## src/rtl/tricolor_led_driver.sv

```systemverilog
// Tricolor LED driver: PWM-dims one colour at a time, cross-fading on colour changes.
// Latency: LED drives are registered, one cycle after pwm_cnt/duty/color_q.
// Backpressure: none; load is always accepted, and a load during a fade retargets it.
//
// Ports:
//   clk, rst                   single clock, synchronous active-high reset
//   red_in, green_in, blue_in  requested colour flags, sampled on load
//   load                       single-cycle strobe capturing colour flags and level
//   level [PWM_W]              target brightness (0 = off, all ones = maximum)
//   led_r, led_g, led_b        registered PWM drives
//   busy                       high while a fade is in progress
//   color_q [3]                displayed colour {r,g,b}
//
// Optional feature: define TRICOLOR_DRV_BLINK_EN to blink all LEDs while blue is displayed.
module tricolor_led_driver #(
    parameter int PWM_W     = 4,
    parameter int FADE_STEP = 16,
    parameter int BLINK_W   = 8
) (
    input  logic             clk,
    input  logic             rst,
    input  logic             red_in,
    input  logic             green_in,
    input  logic             blue_in,
    input  logic             load,
    input  logic [PWM_W-1:0] level,
    output logic             led_r,
    output logic             led_g,
    output logic             led_b,
    output logic             busy,
    output logic [2:0]       color_q
);

    localparam int STEP_W = (FADE_STEP > 1) ? $clog2(FADE_STEP) : 1;
    localparam logic [STEP_W-1:0] STEP_LAST = STEP_W'(FADE_STEP - 1);

    typedef enum logic [1:0] {
        IDLE     = 2'd0,
        FADE_OUT = 2'd1,
        FADE_IN  = 2'd2
    } state_t;

    state_t            state, state_nxt;
    logic [PWM_W-1:0]  pwm_cnt;
    logic [PWM_W-1:0]  duty, duty_nxt;
    logic [PWM_W-1:0]  tgt_level, tgt_nxt;
    logic [STEP_W-1:0] step_cnt, step_nxt;
    logic [2:0]        pend_color, pend_nxt;
    logic [2:0]        color_nxt;
    logic [2:0]        in_color;
    logic              step_end;
    logic [STEP_W-1:0] step_inc;
    logic              pwm_on;
    logic              blink_gate;

    assign in_color = {red_in, green_in, blue_in};
    assign step_end = (step_cnt == STEP_LAST);
    assign step_inc = step_end ? '0 : step_cnt + 1'b1;
    assign pwm_on   = (pwm_cnt < duty);
    assign busy     = (state != IDLE);

    // Next-state and datapath updates for the fade sequencer.
    always_comb begin
        state_nxt = state;
        duty_nxt  = duty;
        step_nxt  = step_cnt;
        color_nxt = color_q;
        pend_nxt  = pend_color;
        tgt_nxt   = tgt_level;

        case (state)
            IDLE: begin
                step_nxt = '0;
                if (load) begin
                    if (in_color == color_q) begin
                        // Same colour: brightness change only, applied immediately.
                        duty_nxt = level;
                    end else begin
                        pend_nxt  = in_color;
                        tgt_nxt   = level;
                        state_nxt = FADE_OUT;
                    end
                end
            end

            FADE_OUT: begin
                step_nxt = step_inc;
                // Last load wins; the fade-out itself keeps its progress.
                if (load) begin
                    pend_nxt = in_color;
                    tgt_nxt  = level;
                end
                // Zero check runs every cycle, so entering at duty 0 swaps at once.
                if (duty == '0) begin
                    color_nxt = pend_nxt;
                    step_nxt  = '0;
                    state_nxt = FADE_IN;
                end else if (step_end) begin
                    duty_nxt = duty - 1'b1;
                end
            end

            FADE_IN: begin
                step_nxt = step_inc;
                if (load && (in_color != color_q)) begin
                    // Colour changed again: fade out from wherever duty is now.
                    pend_nxt  = in_color;
                    tgt_nxt   = level;
                    step_nxt  = '0;
                    state_nxt = FADE_OUT;
                end else begin
                    if (load) begin
                        tgt_nxt = level;
                    end
                    // Compare against the freshest target so a lowered level
                    // clamps duty instead of overshooting it.
                    if (duty >= tgt_nxt) begin
                        duty_nxt  = tgt_nxt;
                        state_nxt = IDLE;
                    end else if (step_end) begin
                        duty_nxt = duty + 1'b1;
                    end
                end
            end

            default: begin
                state_nxt = IDLE;
            end
        endcase
    end

    always_ff @(posedge clk) begin
        if (rst) begin
            state      <= IDLE;
            duty       <= '0;
            step_cnt   <= '0;
            color_q    <= '0;
            pend_color <= '0;
            tgt_level  <= '0;
        end else begin
            state      <= state_nxt;
            duty       <= duty_nxt;
            step_cnt   <= step_nxt;
            color_q    <= color_nxt;
            pend_color <= pend_nxt;
            tgt_level  <= tgt_nxt;
        end
    end

    always_ff @(posedge clk) begin
        if (rst) begin
            pwm_cnt <= '0;
        end else begin
            pwm_cnt <= pwm_cnt + 1'b1;
        end
    end

`ifdef TRICOLOR_DRV_BLINK_EN
    logic [BLINK_W-1:0] blink_cnt;

    always_ff @(posedge clk) begin
        if (rst) begin
            blink_cnt <= '0;
        end else begin
            blink_cnt <= blink_cnt + 1'b1;
        end
    end

    // Blue blinks: LEDs on for the lower half of the blink period only.
    assign blink_gate = ~color_q[0] | ~blink_cnt[BLINK_W-1];
`else
    // Blink disabled; the expression is constant true for any legal width.
    assign blink_gate = (BLINK_W > 0);
`endif

    always_ff @(posedge clk) begin
        if (rst) begin
            led_r <= 1'b0;
            led_g <= 1'b0;
            led_b <= 1'b0;
        end else begin
            led_r <= color_q[2] & pwm_on & blink_gate;
            led_g <= color_q[1] & pwm_on & blink_gate;
            led_b <= color_q[0] & pwm_on & blink_gate;
        end
    end

endmodule

```

## config.mk

```make
export PLATFORM = sky130hd
export DESIGN_NAME = tricolor_led_driver
export DESIGN_NICKNAME = d
export VERILOG_FILES = /design/src/rtl/tricolor_led_driver.sv
export SDC_FILE = /design/constraint.sdc
export NUM_CORES = 1
export LEC_CHECK = 0
export CELL_PAD_IN_SITES_DETAIL_PLACEMENT = 0
export CELL_PAD_IN_SITES_GLOBAL_PLACEMENT = 2
export CORE_MARGIN = 2
export CORE_UTILIZATION = 37
export DETAILED_ROUTE_END_ITERATION = 8
export GPL_TIMING_DRIVEN = 0
export PLACE_DENSITY_LB_ADDON = 0.1
export SETUP_SLACK_MARGIN = 0.4
export SYNTH_ARGS = -nofsm -noshare
export SYNTH_HDL_FRONTEND = slang
export SYNTH_SLANG_ARGS = --single-unit
```

## constraint.sdc

```tcl
create_clock -name clk -period 4.2 [get_ports clk]
set_clock_uncertainty 0.2 [all_clocks]
set_input_delay 0.63 -clock clk [delete_from_list [all_inputs] [get_ports clk]]
set_output_delay 0.63 -clock clk [all_outputs]
set_load 0.03 [all_outputs]
```

After elaboration in Yosys (flattened, before gate mapping)
Cells that the tools add are included.

cells by class
  add/subtract/negate cells = 4
  multiply operators = 0
  div/mod/pow operators = 0
  $lt $le $gt $ge = 2
  eq/ne operators = 15
  shift-type cells = 0
  multiplexer cells = 30
  bitwise logic cells = 3
  reduce and logical (&&, ||, !) cells = 10

operators by type and width
  kind                                                                   count
  4-bit 2-to-1 mux                                                       16
  4-bit one-hot mux with 3 select lines                                  3
  2-bit != test, second input constant                                   8
  4-bit by 1-bit adder with 4-bit output, second input constant          3
  3-bit 2-to-1 mux                                                       4
  2-bit 2-to-1 mux                                                       5
  3-bit one-hot mux with 3 select lines                                  1
  4-bit AND reduction                                                    2
  7-bit AND reduction                                                    1
  3-bit != test, second input constant                                   2
  2-bit one-hot mux with 3 select lines                                  1
  4-bit equality test, second input constant                             1
  4-bit greater-or-equal comparator                                      1
  4-bit zero test                                                        1
  4-bit < comparator                                                     1
  4-bit by 1-bit subtractor with 4-bit output, second input constant     1
  1-bit AND                                                              3
  3-bit equality test                                                    1
  3-bit != test                                                          1
  3-bit AND reduction                                                    1
  3-bit nonzero test                                                     1
  2-bit by 1-bit equality test with 1-bit output, second input constant  1
  2-bit equality test, second input constant                             1
  2-bit zero test                                                        1
  3 further kinds                                                        3

storage, ports and cells
  flip-flop bits (word level) = 27
  bits in latches = 0
  bits in writable memories = 0
  bits in read-only memories = 0
  input bits = 10
  output and inout bits = 7
  logic and storage cells = 74
  memories = 0

Logic depth before layout (Yosys ltp)
Gate-level depths: netlist (run 1).

  word-level depth = 8
  gate-level depth with buffers = 9
  gate-level depth less buffers = 8

Worst setup path after synthesis (run 1)
OpenSTA, ideal clock, no wires.

  kind = in2reg
  start = in load
  end = reg duty[1]
  setup time = 0.088 ns
  data arrival time = 2.372 ns
  required time = 3.912 ns
  setup slack = 1.540 ns
  stages = 8
  path buffers = 1
  cells stage by stage = buf_2 -> mux2i_1 -> ha_1 -> a211oi_1 -> o21a_1 -> o211ai_1 -> and2_4 -> a311oi_2

on the way
  cells in the longest elaborated chain, start to end = 7
  elaborated cells on any way between the ends = 12
  those cells by class = order compare: 1; eq/ne: 3; mux: 6; reduce/logical: 2

RTL lines
  element                                line  RTL
  from (decl)                            25    input logic load,
  4-bit 2-to-1 mux                       112   if (load) begin
  4-bit 2-to-1 mux                       105   if (load && (in_color != color_q)) begin
  4-bit 2-to-1 mux                       71    case (state)
  4-bit greater-or-equal comparator      117   if (duty >= tgt_nxt) begin
  4-bit 2-to-1 mux                       117
  4-bit 2-to-1 mux                       105
  4-bit one-hot mux with 3 select lines  71
  to (signal assigned)                   142   duty <= duty_nxt;
  to (decl)                              45    logic [PWM_W-1:0] duty, duty_nxt;

Parallel ways exist; a longest one is shown, timed or not. The select of a mux whose other input is x is not followed.
A chain may end at the register's enable or synchronous reset.

Final worst setup path (run 1)
  start = in level[2]
  end = reg duty[2]

on the way
  cells in the longest elaborated chain, start to end = 7
  elaborated cells on any way between the ends = 11
  those cells by class = order compare: 1; eq/ne: 1; mux: 8; reduce/logical: 1

RTL lines
  element                                line  RTL
  from (decl)                            26    input logic [PWM_W-1:0] level,
  4-bit 2-to-1 mux                       112
  4-bit 2-to-1 mux                       105
  4-bit 2-to-1 mux                       71
  4-bit greater-or-equal comparator      117
  4-bit 2-to-1 mux                       117
  4-bit 2-to-1 mux                       105
  4-bit one-hot mux with 3 select lines  71

Parallel ways exist; a longest one is shown, timed or not. The select of a mux whose other input is x is not followed.

==> results of run 1 <==
-- synthesized netlist by cell type (all sizes together) --
master / n
ha: 15
o221ai: 1
o311ai: 1
xnor2: 8
nor2b: 3
a21o: 2
nand3: 4
nand3b: 1
inv: 13
nand2b: 2
o21ba: 1
o311a: 1
clkbuf: 6
nor4: 1
a21oi: 13
xor2: 1
buf: 2
or2: 1
nor3b: 1
or3b: 1
o31ai: 3
or3: 1
o211ai: 1
o21a: 1
a311oi: 1
a21boi: 3
a31oi: 2
nand2: 15
mux2i: 15
nor3: 4
a31o: 1
and2: 5
dfxtp: 27
a211oi: 10
o21ai: 16
a41oi: 1
nor2: 21
-- power by group through the flow --
| stage | Sequential, mW | Clock [mW] | Combinational [mW] |
|---|---|---|---|
| floorplan | 0.386 | 0 | 0.560 |
| global placement | 0.373 | 0 | 0.746 |
| detailed placement | 0.376 | 0 | 0.759 |
| CTS | 0.369 | 0.162 | 0.764 |
| global route | 0.380 | 0.171 | 0.849 |
| finish | 0.368 | 0.155 | 0.763 |
-- metal layers --
metal  up-vias  GRT usage [%]  part of all wire [%]
met5         -              0                     0
met4         0           3.91                  0.79
met3         6           2.07                   5.7
met2        51           26.6                    46
met1       676           23.1                    48
li1        764              -                     -
-- worst max-delay path, cell delays in order --
cell,delay (ns)
clkdlybuf4s50_1,0.43
mux2i_1,0.28
ha_1,0.31
a211oi_1,0.30
o21a_1,0.27
o211ai_1,0.21
and2_4,0.21
a211oi_1,0.22
-- logic make-up (layout without fill, tap and decap cells) --
logic type      Yosys count  after routing  synth area share, %
simple gates             60             60                 17.9
compound gates           58             58                 22.0
flops                    27             27                 31.0
buf+inv                  21             39                 5.09
fa+ha+maj                15             15                 10.8
mux                      15             15                 8.82
xor+xnor                  9              9                 4.52
-- area by class of cell --
cell class / count / share of cell area, %
Inverter: 13 / 2.44
Tap cell: 52 / 3.25
Multi-Input combinational cell: 157 / 55.8
Timing Repair Buffer: 14 / 7.01
Buffer: 8 / 2.00
Clock inverter: 1 / 0.375
Sequential cell: 27 / 27.0
Clock buffer: 3 / 2.07
-- placed cells by master (no fill, tap or decap), types with 2 or more instances in the layout --
cell type,n
nand2_2,2
nor2b_1,3
xnor2_1,8
dfxtp_1,27
nand2_1,13
nor2_1,20
o31ai_1,3
ha_1,15
clkbuf_1,5
and2_1,4
mux2i_1,14
a21o_1,2
a211oi_1,10
o21ai_0,15
nand3_1,4
nor3_1,3
a21oi_1,13
clkdlybuf4s50_1,14
inv_1,13
clkbuf_8,3
nand2b_1,2
a21boi_0,3
-- flip-flops by register name, summed over array words and instances, names as in the netlist, 2 cells and up --
name        count
color_q         3
step_cnt        4
duty            4
tgt_level       4
pwm_cnt         4
state           2
pend_color      3
-- per-stage QoR --
| step | power, mW | cell area [sq um] |
|---|---|---|
| after detailed placement | 1.13 | 1950 |
| after global routing | 1.40 | 2000 |
| after CTS | 1.30 | 2000 |
| after global placement | 1.12 | 1950 |
| after floorplan | 0.946 | 1750 |
| final | 1.29 | 2000 |
-- path summary, 6_finish.rpt --
check / slack, ns / start / end
setup reg to reg: 1.82 / tgt_level[2]$_SDFFE_PP0P_ / duty[2]$_SDFFE_PP0P_
setup / recovery: 1.32 / level[2] / duty[2]$_SDFFE_PP0P_
hold / removal: 0.27 / pwm_cnt[0]$_SDFF_PP0_ / pwm_cnt[0]$_SDFF_PP0_
hold reg to reg: 0.27 / pwm_cnt[0]$_SDFF_PP0_ / pwm_cnt[0]$_SDFF_PP0_
==> impl_results.md, run 1 <==
* Drt total wl at 4.06 mm
* Syn_area_per_cell at 8.51 sq um
* Pin count of the biggest net entering global routing at 17
* Max-cap violation count at 0
* LEAKAGE at 0.789 nW
* Worst EP required at 4.18 ns
* Post-Place Setup Slack at 1.05 ns
* PortBufs at 14
* Clk network pwr share at 12.1%
* Total CTS buffers at 3
* Fill cells at 466
* Sink Count at 27
* Worst setup EP type: register
* Initial antenna violation count at 0
* Worst-case reg-to-reg path depth at 7
* Sw Ratio at 45.6%
* Yosys Warn Count at 0
* First-pass DRT Iterations at 4
* Nets at 249
* Area of the multi-input gates at between 0.001 and 0.0015 sq mm
* Final core occ at 45.0%
* Sequential area share after synthesis at approximately 31%
* Worst rel slew slack at ~63%
* Core area at 0.00444 sq mm
* Share of cells above drive strength 1 at 8.52%
* ANT cells at 0
* Worst-Skew Late Latency at 0.28 ns
* Final Non-Filler Cells at 275
* Std-Cell Rows at 24
* Hold depth at 1
* Starting Density at between 30% and 40%
* Critical Path Start Type: input port
* Seq cells post-synth at 27
* Min cycle time layout at 2.88 ns
* Actual slew at the worst max-slew pin at 0.553 ns
* Area delta synth->final at 14.6%
* Switching pwr at 587 uW
* Hold Crit Class: reg2reg
* Register area at 541 sq um
* Chip height at 72.7 microns
* Total GRT Usage at roughly 16%
* H-tree depth at 1
* Post-synthesis cell area at 0.00175 sq mm
* Final setup violation count at 0
* Max Freq at 347 MHz
* Max-slew violation count at 0
* Postcts setup bufs at 0
* Placer Congestion at between 0.8 and 0.9
* Die footprint at ~0.0053 sq mm
* Hold buffer count at CTS at 0
* Remaining antenna violation count after routing at 0
* Hold Vio Cnt, Final at 0
* Pwr Density at 644 mW/mm^2
* CTS tree: done
* Final cycle utilization of the critical path at 68.6%
* Initial drt markers at 51
* Fin Setup TNS at 0 ns
* Placed Cells at 271
* DRC Markers at 0
* Vias per cell at 5.44
* Yosys top cell area share at 31.0%
* Status: completed
* Clock buffer depth at 2
* RSZ-0062 raised after global routing: no
* Hold_ws at 0.274 ns
* Peak VDD IR at 304 uV
* CP arrival at 2.87 ns
* Max FO, Critical Path at 5
* Post-Syn Instances at around 200
* Post-DP HPWL at 3.24 mm
* Post-synth top area cell: dfxtp_1
* DR vias at 1,497
* CTS root buffer: clkbuf_8
* Mapped Nets at 230
* Comb power frac at between 50% and 60%
* Grt total ovfl at 0
* First-pass GRT wire length at around 7 mm
* Wirelength per Cell at approximately 15 microns
* Die X at 72.7 microns
* Post-cts resize count at 0
* Yosys cell types at 46
* Top Ports at 17
* Top post-synthesis cells by area: dfxtp_1 31%, ha_1 11%, mux2i_1 8.0%
* Reg clk slew, reported paths at 0.09 ns
* Register share of total power at roughly 29%
* Int Pwr at 700 uW
* Critical path type: in2reg
* Worst setup margin at 1.32 ns
* Number of global-route vias before repair at approximately 1,400
No activity file was read; power rests on OpenSTA's default activity.
==> run 2, diff against run 1 <==
- CORE_UTILIZATION: 37 -> 31
- clock period: 4.2 -> 2.45 ns (I/O delays scaled with it)
==> impl_results.md, run 2 (synthesized netlist as in run 1, its figures left out) <==
* Worst-Skew Late Latency at 0.27 ns (was 0.28 ns)
* Commonest non-fill, non-tap cells in the layout: 22 x dfxtp_1, 19 x nor2_1, 13 x nand2_1, 12 x a21oi_1, 12 x o21ai_0 (was 27 x dfxtp_1, 20 x nor2_1, 15 x o21ai_0, 15 x ha_1)
* Number of global-route vias before repair at 1,466 (was 1,390)
* Post-DP HPWL at 3.49 mm (was 3.24 mm)
* Status: completed (unchanged)
* Register area at 549 sq um (was 541 sq um)
* Reg clk slew, reported paths at 0.10 ns (was 0.09 ns)
* First-pass DRT Iterations at 4 (unchanged)
* Commonest non-fill, non-tap cell in the layout: dfxtp_1 (unchanged)
* DRC Markers at 0 (unchanged)
* Die X at 79.0 microns (was 72.7 microns)
* First-pass GRT wire length at 7.48 mm (was 6.81 mm)
* Hold Crit Class: in2reg (was reg2reg)
* PortBufs at 14 (unchanged)
* CTS tree: done (unchanged)
* Std-Cell Rows at 27 (was 24)
* Worst EP required at 2.44 ns (was 4.18 ns)
* Die footprint at 0.00625 sq mm (was 0.00528 sq mm)
* ANT cells at 0 (unchanged)
* Remaining antenna violation count after routing at 0 (unchanged)
* Total GRT Usage at 15.4% (was 16.4%)
* Core area at 0.00547 sq mm (was 0.00444 sq mm)
* Starting Density at 31.9% (was 39.3%)
* H-tree depth at 1 (unchanged)
* Wirelength per Cell at 15.4 microns (was 14.8 microns)
* Fill cells at 583 (was 466)
* Slowest cell on the critical path: mux2i_4 (was clkdlybuf4s50_1)
* Buf/Inv on CP at 2 (was 1)
* Drt total wl at 4.68 mm (was 4.06 mm)
* Sink Count at 27 (unchanged)
* Share of cells above drive strength 1 at 26.0% (was 8.52%)
* Max FO, Critical Path at 5 (unchanged)
* Max-cap violation count at 0 (unchanged)
* Worst rel slew slack at 62.5% (was 62.9%)
* Area of the multi-input gates at 0.00131 sq mm (was 0.00112 sq mm)
* Total power draw at 2.64 mW (was 1.29 mW)
* Worst path max stage delay at 0.26 ns (was 0.43 ns)
* Pwr Density at 1150 mW/mm^2 (was 644 mW/mm^2)
* RSZ-0062 raised after global routing: yes (was no)
* Worst setup EP type: register (unchanged)
* Family with the most delay on the worst path: compound AO/OA/AOI/OAI gates (unchanged)
* CP Cell Sequence: clkdlybuf4s15_1, mux2i_4, ha_4, a211oi_4, o21a_1, o211ai_1, buf_4, and2_4, a311oi_2 (was clkdlybuf4s50_1, mux2i_1, ha_1, a211oi_1, o21a_1, o211ai_1, and2_4, a211oi_1)
* Top Ports at 17 (unchanged)
* Total CTS buffers at 3 (unchanged)
* Critical Path Start Type: input port (unchanged)
* Clock buffer depth at 2 (unchanged)
* DR vias at 1,555 (was 1,497)
* Final Non-Filler Cells at 303 (was 275)
* Placer Congestion at 0.766 (was 0.855)
* Actual slew at the worst max-slew pin at 0.563 ns (was 0.553 ns)
* Nets at 257 (was 249)
* Cell Area, Placed at 0.00200 sq mm (was 0.00195 sq mm)
* Max Freq at between 400 and 500 MHz
* Final setup violation count at 0 (unchanged)
* Initial antenna violation count at 0 (unchanged)
* LEAKAGE at 0.890 nW (was 0.789 nW)
* Vias per cell at 5.13 (was 5.44)
* Hold Vio Cnt, Final at 0 (unchanged)
* Hold buffer count at CTS at 0 (unchanged)
* Placed Cells at 291 (was 271)
* CP arrival at 2.18 ns (was 2.87 ns)
* Fin Setup TNS at 0 ns (unchanged)
* Area delta synth->final at 31.5% (was 14.6%)
* CTS root buffer: clkbuf_8 (unchanged)
* Peak VDD IR at 485 uV (was 304 uV)
* Max-slew violation count at 0 (unchanged)
* Min cycle time layout at roughly 2.2 ns
* Grt total ovfl at 0 (unchanged)
* Final std cell area, no fill at 0.00230 sq mm (was 0.00200 sq mm)
* Critical path type: in2reg (unchanged)
* Initial drt markers at 101 (was 51)
* Final cycle utilization of the critical path at 89.4%
* Pin count of the biggest net entering global routing at 15 (was 17)
* Chip height at 79.0 microns (was 72.7 microns)
==> run 2: cell count changes in the layout (fill, tap and decap cells not counted), sizes merged <==
cell           before  now
clkdlybuf4s15       0    3
buf                 2   11
dlymetal6s2s        0    1
clkinvlp            1    0
dlygate4sd2         0    2
clkdlybuf4s50      14    8
==> run 2: final timing paths <==
kind	startpoint	end	slack (ns)	cells past startpoint
max	level[2]	duty[1]$_SDFFE_PP0P_	0.26	9
max reg2reg	tgt_level[2]$_SDFFE_PP0P_	duty[1]$_SDFFE_PP0P_	0.26	8
min reg2reg	pwm_cnt[0]$_SDFF_PP0_	pwm_cnt[0]$_SDFF_PP0_	0.27	1
min	rst	pwm_cnt[1]$_SDFF_PP0_	0.24	2
==> run 2: cell type report <==
class	instances	area share, %
inverters	13	2.13
multi-input cells	157	56.8
clock buffers	4	1.96
flip-flops and latches	27	23.9
repair buffers	22	8.77
well taps	72	3.92
plain buffers	8	2.45
==> run 2: through the flow <==
| stage | hold slack [ns] | setup slack [ns] | util [%] |
|---|---|---|---|
| after floorplan | 0.225 | 0.269 | - |
| after global placement | 0.237 | -0.345 | 36.6 |
| after detailed placement | 0.248 | -0.335 | 36.6 |
| after CTS | 0.229 | 0.225 | 39.3 |
| after global routing | 0.277 | 0.186 | 42.0 |
| final | 0.238 | 0.260 | 42.0 |
==> run 2: routing by layer <==
metal	part of all wire, %	track usage (%)
met5	0	0
met4	0.73	3.10
met3	5.1	2.39
met2	46	25.1
met1	48	21.5
==> run 2: where the power goes <==
| part | total (mW) | switching (mW) | internal (mW) |
|---|---|---|---|
| Combinational | 1.72 | 0.931 | 0.788 |
| Clock | 0.263 | 0.147 | 0.117 |
| Sequential | 0.658 | 0.112 | 0.547 |
| Total | 2.64 | 1.19 | 1.45 |
==> run 2: repair_timing <==
action                     CTS  global route
pin swaps                    8            11
setup endpoints to repair   15            23
resized for setup           26            32
buffers inserted             4             4
==> run 3, diff against run 2 <==
- GPL_ROUTABILITY_DRIVEN: default -> 0
==> results of run 3 <==
The final DEF is identical to that of run 2; final timing and power are the same.
